### src/rtl/traffic_light_pkg.sv
// Shared definitions for the traffic light monitor: phase encodings, error
// bit indices and small decode helpers used by the FSM and the dwell timer.
package traffic_light_pkg;

    // Monitor phase; encoding is visible on the phase output.
    typedef enum logic [1:0] {
        PH_SYNC   = 2'b00,
        PH_RED    = 2'b01,
        PH_GREEN  = 2'b10,
        PH_YELLOW = 2'b11
    } phase_e;

    // Error vector layout shared by err_pulse and err_status.
    localparam int unsigned ERR_W      = 5;
    localparam int unsigned ERR_ONEHOT = 0;
    localparam int unsigned ERR_ORDER  = 1;
    localparam int unsigned ERR_SHORT  = 2;
    localparam int unsigned ERR_LONG   = 3;
    localparam int unsigned ERR_FROZEN = 4;

    // Light vector packing order: {red, green, yellow}.
    localparam int unsigned LIGHT_W = 3;

    // Phase implied by a one-hot light vector; SYNC for anything else.
    function automatic phase_e light_phase(input logic [LIGHT_W-1:0] lights);
        phase_e ph;
        ph = PH_SYNC;
        case (lights)
            3'b100:  ph = PH_RED;
            3'b010:  ph = PH_GREEN;
            3'b001:  ph = PH_YELLOW;
            default: ph = PH_SYNC;
        endcase
        return ph;
    endfunction

    // Legal successor in the R->G->Y->R loop.
    function automatic phase_e legal_next(input phase_e ph);
        phase_e nx;
        nx = PH_SYNC;
        case (ph)
            PH_RED:    nx = PH_GREEN;
            PH_GREEN:  nx = PH_YELLOW;
            PH_YELLOW: nx = PH_RED;
            default:   nx = PH_RED;
        endcase
        return nx;
    endfunction

endpackage

### src/rtl/tl_dwell_timer.sv
// Dwell counter for the current light phase plus the MIN/MAX compares.
// Ports:
//   clk, reset_n       clock and async active-low reset
//   phase_i            phase whose limits apply (the phase being left/held)
//   load_i             start a new phase: dwell becomes 1
//   clr_i              drop to SYNC: dwell becomes 0 (wins over load)
//   inc_i              one more enabled cycle in the same phase (saturating)
//   dwell_o            registered dwell count
//   short_o            combinational: dwell below MIN of phase_i
//   long_o             combinational: this increment crosses MAX -> MAX+1
module tl_dwell_timer
    import traffic_light_pkg::*;
#(
    parameter int unsigned CNT_W      = 8,
    parameter int unsigned RED_MIN    = 4,
    parameter int unsigned RED_MAX    = 8,
    parameter int unsigned GREEN_MIN  = 4,
    parameter int unsigned GREEN_MAX  = 8,
    parameter int unsigned YELLOW_MIN = 2,
    parameter int unsigned YELLOW_MAX = 4
) (
    input  logic             clk,
    input  logic             reset_n,
    input  phase_e           phase_i,
    input  logic             load_i,
    input  logic             clr_i,
    input  logic             inc_i,
    output logic [CNT_W-1:0] dwell_o,
    output logic             short_o,
    output logic             long_o
);

    logic [CNT_W-1:0] dwell_q;
    logic [CNT_W-1:0] dwell_d;
    logic [CNT_W-1:0] min_sel;
    logic [CNT_W-1:0] max_sel;
    logic             sat;

    // Limits of the phase currently held; SYNC has no limits.
    always_comb begin
        min_sel = '0;
        max_sel = '0;
        case (phase_i)
            PH_RED: begin
                min_sel = CNT_W'(RED_MIN);
                max_sel = CNT_W'(RED_MAX);
            end
            PH_GREEN: begin
                min_sel = CNT_W'(GREEN_MIN);
                max_sel = CNT_W'(GREEN_MAX);
            end
            PH_YELLOW: begin
                min_sel = CNT_W'(YELLOW_MIN);
                max_sel = CNT_W'(YELLOW_MAX);
            end
            default: begin
                min_sel = '0;
                max_sel = '0;
            end
        endcase
    end

    assign sat = (dwell_q == {CNT_W{1'b1}});

    // A MAX of zero disables the check; a saturated counter cannot cross MAX.
    assign short_o = (dwell_q < min_sel);
    assign long_o  = inc_i && (max_sel != '0) && (dwell_q == max_sel) && !sat;

    // Next dwell value: clear beats load beats increment.
    always_comb begin
        dwell_d = dwell_q;
        if (clr_i) begin
            dwell_d = '0;
        end else if (load_i) begin
            dwell_d = CNT_W'(1);
        end else if (inc_i && !sat) begin
            dwell_d = dwell_q + CNT_W'(1);
        end
    end

    always_ff @(posedge clk or negedge reset_n) begin
        if (!reset_n) begin
            dwell_q <= '0;
        end else begin
            dwell_q <= dwell_d;
        end
    end

    assign dwell_o = dwell_q;

endmodule

### src/rtl/traffic_light_monitor.sv
// Receive-side checker for the red/yellow/green light interface. Tracks the
// current phase and its dwell, and flags bad encodings, bad sequences, dwell
// violations and light changes while the controller is disabled.
// Ports:
//   clk, reset_n       clock and async active-low reset
//   enable             controller enable; dwell advances only when high
//   red/yellow/green   light lines, synchronous to clk
//   clr_err            synchronous clear of err_status (new errors win)
//   phase              00 SYNC, 01 RED, 10 GREEN, 11 YELLOW
//   dwell              enabled cycles spent in the current phase
//   err_pulse          one-cycle error pulses {FROZEN,LONG,SHORT,ORDER,ONEHOT}
//   err_status         sticky OR of err_pulse
//   cycle_count        legal Y->R completions, wrapping
module traffic_light_monitor
    import traffic_light_pkg::*;
#(
    parameter int unsigned CNT_W      = 8,
    parameter int unsigned CYC_W      = 16,
    parameter int unsigned RED_MIN    = 4,
    parameter int unsigned RED_MAX    = 8,
    parameter int unsigned GREEN_MIN  = 4,
    parameter int unsigned GREEN_MAX  = 8,
    parameter int unsigned YELLOW_MIN = 2,
    parameter int unsigned YELLOW_MAX = 4
) (
    input  logic             clk,
    input  logic             reset_n,
    input  logic             enable,
    input  logic             red,
    input  logic             yellow,
    input  logic             green,
    input  logic             clr_err,
    output logic [1:0]       phase,
    output logic [CNT_W-1:0] dwell,
    output logic [ERR_W-1:0] err_pulse,
    output logic [ERR_W-1:0] err_status,
    output logic [CYC_W-1:0] cycle_count
);

    phase_e               phase_q;
    phase_e               phase_d;
    logic [ERR_W-1:0]     err_pulse_q;
    logic [ERR_W-1:0]     err_pulse_d;
    logic [ERR_W-1:0]     err_status_q;
    logic [ERR_W-1:0]     err_status_d;
    logic [CYC_W-1:0]     cycle_q;
    logic [CYC_W-1:0]     cycle_d;
    logic [LIGHT_W-1:0]   lights_q;
    logic                 lights_vld_q;

    logic [LIGHT_W-1:0]   lights;
    logic                 onehot;
    phase_e               light_ph;
    logic                 light_changed;

    logic                 dw_load;
    logic                 dw_clr;
    logic                 dw_inc;
    logic                 dw_short;
    logic                 dw_long;

    assign lights   = {red, green, yellow};
    assign onehot   = $onehot(lights);
    assign light_ph = light_phase(lights);

    // lights_vld_q masks the first sample after reset, when there is no
    // previous value to compare against.
    assign light_changed = lights_vld_q && (lights != lights_q);

    tl_dwell_timer #(
        .CNT_W      (CNT_W),
        .RED_MIN    (RED_MIN),
        .RED_MAX    (RED_MAX),
        .GREEN_MIN  (GREEN_MIN),
        .GREEN_MAX  (GREEN_MAX),
        .YELLOW_MIN (YELLOW_MIN),
        .YELLOW_MAX (YELLOW_MAX)
    ) u_dwell (
        .clk     (clk),
        .reset_n (reset_n),
        .phase_i (phase_q),
        .load_i  (dw_load),
        .clr_i   (dw_clr),
        .inc_i   (dw_inc),
        .dwell_o (dwell),
        .short_o (dw_short),
        .long_o  (dw_long)
    );

    // Phase FSM, error detection and cycle counting.
    always_comb begin
        phase_d      = phase_q;
        err_pulse_d  = '0;
        cycle_d      = cycle_q;
        dw_load      = 1'b0;
        dw_clr       = 1'b0;
        dw_inc       = 1'b0;

        if (!onehot) begin
            // Invalid encoding drops back to SYNC every cycle it persists.
            err_pulse_d[ERR_ONEHOT] = 1'b1;
            phase_d                 = PH_SYNC;
            dw_clr                  = 1'b1;
        end else if (phase_q == PH_SYNC) begin
            // Only a clean red starts tracking; green/yellow just wait.
            if (light_ph == PH_RED) begin
                phase_d = PH_RED;
                dw_load = 1'b1;
            end
        end else if (light_ph == phase_q) begin
            dw_inc                = enable;
            err_pulse_d[ERR_LONG] = dw_long;
        end else if (light_ph == legal_next(phase_q)) begin
            err_pulse_d[ERR_SHORT] = dw_short;
            phase_d                = light_ph;
            dw_load                = 1'b1;
            if (phase_q == PH_YELLOW) begin
                cycle_d = cycle_q + CYC_W'(1);
            end
        end else begin
            // Out-of-order light: resync without judging the old dwell.
            err_pulse_d[ERR_ORDER] = 1'b1;
            phase_d                = light_ph;
            dw_load                = 1'b1;
        end

        if (!enable && light_changed) begin
            err_pulse_d[ERR_FROZEN] = 1'b1;
        end

        // A fresh error survives a simultaneous clear.
        err_status_d = clr_err ? err_pulse_d : (err_status_q | err_pulse_d);
    end

    always_ff @(posedge clk or negedge reset_n) begin
        if (!reset_n) begin
            phase_q      <= PH_SYNC;
            err_pulse_q  <= '0;
            err_status_q <= '0;
            cycle_q      <= '0;
            lights_q     <= '0;
            lights_vld_q <= 1'b0;
        end else begin
            phase_q      <= phase_d;
            err_pulse_q  <= err_pulse_d;
            err_status_q <= err_status_d;
            cycle_q      <= cycle_d;
            lights_q     <= lights;
            lights_vld_q <= 1'b1;
        end
    end

    assign phase       = phase_q;
    assign err_pulse   = err_pulse_q;
    assign err_status  = err_status_q;
    assign cycle_count = cycle_q;

endmodule

### config.mk
export PLATFORM = sky130hd
export DESIGN_NAME = traffic_light_monitor
export DESIGN_NICKNAME = d
export VERILOG_FILES = /design/src/rtl/traffic_light_pkg.sv /design/src/rtl/tl_dwell_timer.sv /design/src/rtl/traffic_light_monitor.sv
export SDC_FILE = /design/constraint.sdc
export NUM_CORES = 1
export LEC_CHECK = 0
export CAP_MARGIN = 10
export CORE_MARGIN = 2
export CORE_UTILIZATION = 50
export CTS_BUF_LIST = sky130_fd_sc_hd__clkbuf_8
export CTS_CLUSTER_SIZE = 8
export DETAILED_ROUTE_END_ITERATION = 10
export PLACE_DENSITY_LB_ADDON = 0.15
export SYNTH_ARGS = -nofsm -noshare
export SYNTH_HDL_FRONTEND = slang
export SYNTH_SLANG_ARGS = --single-unit
### constraint.sdc
create_clock -name clk -period 4.9 [get_ports clk]
set_input_delay 0.49 -clock clk [delete_from_list [all_inputs] [get_ports clk]]
set_output_delay 0.49 -clock clk [all_outputs]
set_load 0.02 [all_outputs]
==> impl_results.md <==
- Status: completed
- Largest net degree at the start of global routing: 41
- Register Area: 1000 µm²
- Largest family of logic cells by synthesized area: simple AND/OR/NAND/NOR gates
- Final wirelength: 4.77 mm
- Global route overflow: 0
- Non-filler cells, final: 307
- Slew headroom: 37.6%
- PwrDens: 249 nW/µm²
- Die H: 71.5 µm
- Max FO, Critical Path: 16
- TritonCTS buffer count: 5
- Final Wtd Congestion: 0.824
- Synth Warn #: 0
- CP Launch Type: primary input
- Mux contribution to synthesized area: 0.933%
- Max VDD drop: 0.166 mV
- Largest cells by area after synthesis: dfrtp_1 (44%), xor2_1 (5.4%), ha_1 (3.8%), xnor2_1 (3.1%), a21oi_1 (2.6%)
- Vias in the first global route: 1693
- Initial antenna violation count: 0
- Worst-Margin Slew: 935 ps
- Required time at the worst-slack endpoint: 5130 ps
- Endpoints failing hold: 0
- Period utilisation layout: 65.6%
- Design Power: 0.694 mW
- Synth top area share: 43.9%
- Clock buffer depth: 2
- CP Class: primary input to register
- Highest clock rate: 311 MHz
- GRT Util Overall: 20.4%
- Layout cells sized above 1: 9.41%
- H-tree depth: 2
- Core Box Area: 4380 µm²
- Sequential share of the synthesized area: 43.9%
- Worst path arrival time: 3440 ps
- DRT iter0 DRCs: 56
- Fill cell count: 369
- Post-Syn Area per Cell: 10.6 µm²
- Final Skew: 7.02 ps
- Final setup fails: 0
- CTS tree: yes
- Post-Synth Simple-Gate Area: 22.2%
- Post-CTS Hold Buffers: 0
- Multi-input logic area: 1150 µm²
- WL/cell: 15.5 µm
- Max-cap viol count: 0
- Final core occ: 63.6%
- CTS Sinks: 40
- Setup TNS: 0 ps
- Synthesized area: 2280 µm²
- Routed Antenna Nets: 0
- Post-route cell area: 2790 µm²
- Mapped Cells: 215
- Most instantiated library cell after synthesis: dfrtp_1
- XOR/XNOR share of the synthesized area: 8.45%
- Synth cell types: 55
- Ant diodes: 0
- FP Rows: 24
- Worst setup EP type: register
- Pre-CTS WS: 1380 ps
- Flops & latches, synth: 40
- Hold Crit Class: primary input to asynchronous set/reset pin
- Via Count: 1760
- Fin crit period: 3220 ps
- Worst skew pair latency: 300 ps
- Top cell type by total area after synthesis: dfrtp_1
- CTS resizes: 0
- Fin. max-slew vios: 0
- Setup bufs post-CTS: 0
- Final #Nets: 269
- Chip width: 71.5 µm
- Hold slack: 298 ps
- First-pass DRT Iterations: 4
- Share of flip-flops with an asynchronous set or reset: 100%
- Reg2Reg Setup Slack: 1990 ps
- Syn-to-layout area delta: 22.3%
- DP HPWL: 3.36 mm
- Cell Area, Placed: 2680 µm²
- Fin worst setup slack: 1680 ps
- Root buf cell: clkbuf_8
- Adder-cell share of the synthesized area: 5.21%
- Number of synthesized flops with an enable pin: 0
- RSZ-0062 raised after global routing: no
- First-pass GRT wire length: 8.13 mm
- Clock-pin slew on the worst setup and hold paths: 80 ps
- Mapped Nets: 230
- Synth Flop Type: dfrtp_1
- Synth Area in Compound Gates: 13.3%
- Drc violations: 0
- Port bufs: 42
- I/O pin count: 43
- Synth top cells by count: dfrtp_1 (40), xor2_1 (14), inv_1 (13), a21oi_1 (12), nand2_1 (11)
- Routed vias/inst: 5.73
- Placed Cells: 299
- Die area: 5120 µm²
- Starting density of the core: 52.0%
- Static Leak: 1.20 nW
[registers in the layout (all words and copies together), names as in the netlist]
signal and count:
err_pulse 5, lights_q 3, err_status 5, phase 2, u_dwell.dwell_o 8, cycle_count 16, lights_vld_q 1
[kinds of logic after synthesis]
logic type | Yosys count
simple gates | 74
other cells | 1
mux | 2
flops | 40
xor+xnor | 22
fa+ha+maj | 9
buf+inv | 23
compound gates | 44
[report_power, final]
part	switching, mW	total (mW)	internal, mW
combinational	0.0527	0.0801	0.0274
sequential	0.00418	0.340	0.335
clock	0.124	0.275	0.151
total	0.181	0.694	0.514
[area by class of cell]
class                   count  share of cell area, %
clock inverters             3                   1.53
flip-flops and latches     40                   35.9
multi-input cells         152                   41.1
well taps                  52                   2.33
clock buffers               5                   2.47
inverters                  13                   1.75
repair buffers             42                   14.9
[cells in the final DEF, fill, tap and decap left out, types with 3 or more instances in the layout]
master / synthesis / routed
a21o_1: 4 / 4
nor3b_1: 5 / 5
clkdlybuf4s50_1: 0 / 41
or4_1: 4 / 4
a21oi_1: 12 / 12
o211ai_1: 4 / 4
xnor2_1: 8 / 8
nor2_1: 7 / 7
nand2_1: 11 / 11
nand4_1: 4 / 4
o21ai_0: 4 / 4
clkbuf_8: 0 / 5
dfrtp_1: 40 / 40
and3_1: 4 / 4
ha_1: 7 / 7
xor2_1: 14 / 14
nand3_1: 8 / 8
nor4_1: 6 / 6
o31ai_1: 3 / 3
nor3_1: 7 / 7
inv_1: 13 / 13
[critical path: stages]
cell and delay (ps):
clkdlybuf4s50_1 820, inv_1 170, fa_1 540, nor3b_1 360
o211ai_1 360, or4_1 550, a21oi_1 150
[layer usage]
layer,wire length (µm),share of wire (%),track usage (%),vias up
met1,2280,48,26.7,855
met2,2220,47,32.8,38
met5,0,0,0,-
li1,-,-,-,860
met3,192,4.0,5.06,7
met4,78,1.6,7.55,0
[path summary, 6_finish.rpt]
check / start / end / depth (start not counted)
max in group asynchronous: reset_n / lights_q[2] / 1
min in group clk: cycle_count[15] / cycle_count[15] / 1
setup reg to reg: phase[0] / cycle_count[1] / 7
hold reg to reg: cycle_count[15] / cycle_count[15] / 1
setup / recovery: red / u_dwell.dwell_o[5] / 7
hold / removal: reset_n / cycle_count[2] / 1
(Power assumes the default switching activity.)
